File: src/rtl/imm_extend_pipe_pkg.sv
// Shared immediate-format encoding and instruction field positions for the decode stage.
package imm_pkg;

    typedef enum logic [2:0] {
        IMM_I   = 3'd0,
        IMM_S   = 3'd1,
        IMM_B   = 3'd2,
        IMM_U   = 3'd3,
        IMM_J   = 3'd4,
        IMM_Z   = 3'd5,
        IMM_SH  = 3'd6,
        IMM_RSV = 3'd7
    } imm_src_e;

    // Low bit of each register/funct field, shared with the instruction decoder.
    localparam int RD_LSB     = 7;
    localparam int RS1_LSB    = 15;
    localparam int RS2_LSB    = 20;
    localparam int FUNCT7_LSB = 25;

endpackage

File: src/rtl/imm_extend_pipe_decode.sv
// Combinational immediate extractor: {instr, imm_src} -> XLEN-wide extended immediate.
// Also usable directly by a single-cycle core.
module imm_decode
    import imm_pkg::*;
#(
    parameter int XLEN = 32
) (
    input  logic [31:0]     instr,
    input  imm_src_e        imm_src,
    output logic [XLEN-1:0] imm_ext,
    output logic            imm_err
);

    logic s;
    logic unused_opcode;

    assign s             = instr[31];
    assign unused_opcode = ^instr[6:0];

    // Every signed format is first assembled as a 32-bit value, then widened by sign.
    function automatic logic [XLEN-1:0] sext32(input logic [31:0] v);
        return XLEN'($signed(v));
    endfunction

    always_comb begin
        imm_ext = '0;
        imm_err = 1'b0;
        case (imm_src)
            IMM_I:  imm_ext = sext32({{20{s}}, instr[31:RS2_LSB]});
            IMM_S:  imm_ext = sext32({{20{s}}, instr[31:FUNCT7_LSB], instr[RD_LSB +: 5]});
            IMM_B:  imm_ext = sext32({{19{s}}, s, instr[7], instr[30:25], instr[11:8], 1'b0});
            IMM_U:  imm_ext = sext32({instr[31:12], 12'b0});
            IMM_J:  imm_ext = sext32({{11{s}}, s, instr[19:12], instr[20], instr[30:21], 1'b0});
            IMM_Z:  imm_ext = XLEN'(instr[RS1_LSB +: 5]);
            IMM_SH: begin
                if (XLEN == 64) imm_ext = XLEN'(instr[RS2_LSB +: 6]);
                else            imm_ext = XLEN'(instr[RS2_LSB +: 5]);
            end
            default: imm_err = 1'b1;
        endcase
    end

endmodule

File: src/rtl/imm_extend_pipe.sv
// Two-stage pipelined immediate generator with valid/ready on both sides and a synchronous flush.
module imm_extend_pipe
    import imm_pkg::*;
#(
    parameter int XLEN  = 32,
    parameter int TAG_W = 5
) (
    input  logic             clk,
    input  logic             rst_n,
    input  logic             Flush,
    input  logic             InValid,
    output logic             InReady,
    input  logic [31:0]      Instr,
    input  logic [2:0]       ImmSrc,
    input  logic [TAG_W-1:0] InTag,
    output logic             OutValid,
    input  logic             OutReady,
    output logic [XLEN-1:0]  ImmExt,
    output logic             ImmErr,
    output logic [TAG_W-1:0] OutTag
);

    if (XLEN != 32 && XLEN != 64) begin : g_bad_xlen
        $error("imm_extend_pipe: XLEN must be 32 or 64");
    end

    logic             s1_valid;
    logic [31:0]      s1_instr;
    imm_src_e         s1_src;
    logic [TAG_W-1:0] s1_tag;
    logic             s2_load;
    logic             in_fire;
    logic [XLEN-1:0]  dec_imm;
    logic             dec_err;

    // Handshake: a word moves on an edge where valid && ready on that side; the producer
    // may drop valid at any time while ready is low, and ready never looks at valid.
    assign s2_load = s1_valid && (!OutValid || OutReady);
    assign InReady = !s1_valid || s2_load;
    assign in_fire = InValid && InReady;

    imm_decode #(.XLEN(XLEN)) u_decode (
        .instr   (s1_instr),
        .imm_src (s1_src),
        .imm_ext (dec_imm),
        .imm_err (dec_err)
    );

    always_ff @(posedge clk or negedge rst_n) begin
        if (!rst_n) begin
            s1_valid <= 1'b0;
            s1_instr <= '0;
            s1_src   <= IMM_I;
            s1_tag   <= '0;
            OutValid <= 1'b0;
            ImmExt   <= '0;
            ImmErr   <= 1'b0;
            OutTag   <= '0;
        end else if (Flush) begin
            // Kill both stages; data registers keep whatever they held.
            s1_valid <= 1'b0;
            OutValid <= 1'b0;
        end else begin
            if (InReady) s1_valid <= InValid;
            if (in_fire) begin
                s1_instr <= Instr;
                s1_src   <= imm_src_e'(ImmSrc);
                s1_tag   <= InTag;
            end
            if (s2_load) begin
                OutValid <= 1'b1;
                ImmExt   <= dec_imm;
                ImmErr   <= dec_err;
                OutTag   <= s1_tag;
            end else if (OutReady) begin
                OutValid <= 1'b0;
            end
        end
    end

endmodule

File: config.mk
export PLATFORM = sky130hd
export DESIGN_NAME = imm_extend_pipe
export DESIGN_NICKNAME = d
export VERILOG_FILES = /design/src/rtl/imm_extend_pipe_pkg.sv /design/src/rtl/imm_extend_pipe_decode.sv /design/src/rtl/imm_extend_pipe.sv
export SDC_FILE = /design/constraint.sdc
export NUM_CORES = 1
export LEC_CHECK = 0
export ABC_CLOCK_PERIOD_IN_PS = 2700
export CAP_MARGIN = 20
export CORE_MARGIN = 2
export CORE_UTILIZATION = 40
export CTS_CLUSTER_DIAMETER = 120
export CTS_CLUSTER_SIZE = 20
export DETAILED_ROUTE_END_ITERATION = 16
export GPL_TIMING_DRIVEN = 0
export PLACE_DENSITY = 0.71
export SYNTH_ARGS = -nofsm -noshare
export SYNTH_HDL_FRONTEND = slang
export SYNTH_SLANG_ARGS = --single-unit
File: constraint.sdc
create_clock -name clk -period 2.7 [get_ports clk]
set_clock_uncertainty 0.05 [all_clocks]
set_input_delay 0.81 -clock clk [delete_from_list [all_inputs] [get_ports clk]]
set_output_delay 0.81 -clock clk [all_outputs]
set_load 0.05 [all_outputs]
==> results_dict.tcl <==
set metrics [dict create \
    synth_top_cell_by_area "dfrtp_1" \
    overflow 0 \
    setup_violations 0 \
    synthesis.nets 307 \
    fp.dieH_um 94.69 \
    finalHoldViolCount 0 \
    via_count 2504 \
    hold_class "register to register" \
    drt_iter0_markers 165 \
    tightest_slew_ns 0.9171 \
    power_density_nw_per_um2 842.1 \
    yosys_warnings 0 \
    critical_path_arrival_ns 1.77 \
    mostFrequentLayoutCell "clkdlybuf4s50_1" \
    layout-drive-gt1-share_pct 23.73 \
    firstDrtPassIters 4 \
    fillers 736 \
    slowest_delay_ns 0.49 \
    drt-met1-wl_mm 3.566 \
    hpwl_mm 5.331 \
    multi_input_area_um2 1318 \
    initial_core_util_pct 40.65 \
    vdd_drop_max_v 0.0003302 \
    status "finished clean" \
    crit_chain "clkdlybuf4s50_1 > nand3b_1 > buf_2" \
    htreeDepth 3 \
    synth.distinct_cells 37 \
    syn_area_um2 3289 \
    fin_util_pct 53.80 \
    ctsHoldBuffers 0 \
    syn_inst 262 \
    clk_latency_ns 0.35 \
    end_kind "output port" \
    grt_max_degree 74 \
    syn_area_per_cell_um2 12.55 \
    fin_nets 395 \
    cts_tree "done" \
    antenna_cells 0 \
    grt_pass1_wl_mm 12.69 \
    gr-usage-all-layers_pct 18.57 \
    area_growth_pct 32.37 \
    dieArea_um2 8965 \
    placed_cells 444 \
    port_buffers 77 \
    clock-sinks 73 \
    p_leak_nw 1.781 \
    setup-tns-final_ns 0 \
    max_freq_mhz 380.6 \
    period_share_pct 97.32 \
    required_ns 1.84 \
    routed_wl_mm 7.778 \
    relSlewSlack_pct 38.86 \
    critPathLaunchType "input pin" \
    final_cell_mix "clkdlybuf4s50_1, dfrtp_1, mux2_2, o21ai_0, nand3_1" \
    path_class "input pin to output port" \
    synth_top_area_share_pct 55.53 \
    clk_pin_slew_ns 0.08 \
    crit_slowest_cell "clkdlybuf4s50_1" \
    cts_inserted_buffers 9 \
    routed-wl-met2_mm 3.662 \
    drc_errors 0 \
    max_cap_violations 0 \
    fin_crit_ns 2.628 \
    via_per_inst 5.455 \
    std_cell_rows 33 \
    ys_ff_latch 73 \
    fp.coreArea_um2 8093 \
    wl_met3_um 383 \
    rsz0062_at_grt "no" \
    path_max_fanout 3 \
    yosys-top-cells-area "dfrtp_1, mux2_2, o21ai_0, nand3_1, a22o_1" \
    antenna_found_initial 0 \
    wire_per_inst_um 16.95 \
    chipWidth_um 94.69 \
    ioPinCount 85 \
    globalplace.congestion 0.7728 \
    cts.path.max_buffers 2 \
    top_layer_used "met4" \
    maxSlewViolCount 0 \
    grt_pass1_vias 2539 \
    ff_latch_area_um2 1827 \
    finalNonFillerCells 459 \
    ctsRootBufferMaster "clkbuf_8" \
    detail-route-antenna-nets 0 \
    yosysSeqAreaShare_pct 55.53 \
]
-- state kept, by name, summed over array words and instances, names as in the netlist --
name / cells
ImmErr: 1
ImmExt: 32
OutTag: 5
OutValid: 1
s1_instr: 25
s1_src: 3
s1_tag: 5
s1_valid: 1
-- per-layer routing --
metal,vias up,track usage [%]
li1,1155,-
met1,1258,25.39
met2,76,28.90
met3,15,3.192
met4,0,8.696
met5,-,0
-- critical path, delay by kind of cell --
| family | cells | cell delay, ns |
|---|---|---|
| buf+inv | 2 | 0.78 |
| simple gates | 1 | 0.17 |
-- where the power goes --
part           switching, W  total, W  leakage [nW]  internal [W]
registers          0.000152   0.00147         0.886       0.00132
clock network      0.000405  0.000755        0.0802      0.000350
logic              0.000871   0.00144         0.815      0.000567
-- per-stage QoR --
step           worst slack (ns)  hold slack, ns  instance area, um2  total power, W
2_1_floorplan            0.3350          0.4227                3289        0.002418
4_1_cts                 0.06478          0.4506                4354        0.003691
6_report                0.07248          0.4435                4354        0.003667
5_1_grt                 0.02426          0.4750                4354        0.003834
3_3_place_gp             -1.698          0.4310                4192        0.002922
3_5_place_dp            -0.4689          0.4301                4189        0.002941
-- synth_stat cells --
cell type   n
dfrtp_1    73
mux2_2     44
o21ai_0    26
nand3_1    20
a22o_1     11
a2bb2oi_1   8
buf_2       8
nand2_1     6
nand3b_1    6
o2bb2ai_1   6
buf_4       5
a2111o_1    4
clkbuf_1    4
inv_1       4
mux2i_1     4
o211ai_1    4
a21oi_1     3
buf_6       3
nand2b_1    3
nor2_1      3
a21o_1      1
a311oi_2    1
a31oi_1     1
a31oi_2     1
and2b_1     1
and3_1      1
and3b_1     1
buf_1       1
maj3_2      1
nand2_2     1
nand3b_2    1
nor2_4      1
nor2b_1     1
nor3_1      1
nor3b_2     1
o21a_1      1
or4b_1      1
-- final cells by class --
cell class	count	share of cell area (%)
repair buffers	77	17.53
inverters	4	0.3448
plain buffers	21	2.989
flip-flops and latches	73	41.95
multi-input cells	164	30.26
well taps	105	3.017
clock inverters	5	0.7471
clock buffers	10	3.161
-- what timing repair did --
item | 4_1_cts | 5_1_grt
endpoints found under the hold margin | 0 | 0
resized for setup | 5 | 0
endpoints found under the setup margin | 1 | 0
setup buffers | 0 | 0
-- cell families after synthesis --
family,count (synthesis),share of synthesized area (%)
AOI/OAI and AO/OA,67,14.83
adders and majority gates,1,0.3423
buffers and inverters,25,4.412
DFF,73,55.53
and+or+nand+nor,48,8.597
muxes,48,16.28
-- path summary, 6_finish.rpt --
check                                      endpoint  slack (ns)                  start  cells past startpoint
setup / recovery                            InReady        0.07               OutReady                      3
hold / removal                ImmExt[5]$_DFFE_PN0P_        0.44  ImmExt[5]$_DFFE_PN0P_                      1
setup reg to reg             ImmExt[13]$_DFFE_PN0P_        1.08  s1_src[2]$_DFFE_PN0P_                      4
hold reg to reg               ImmExt[5]$_DFFE_PN0P_        0.44  ImmExt[5]$_DFFE_PN0P_                      1
max in group asynchronous     s1_src[1]$_DFFE_PN0P_        1.46                  rst_n                      1
min in group asynchronous  s1_instr[27]$_DFFE_PN0P_        0.55                  rst_n                      1
Power figures use the tool's default switching activity.
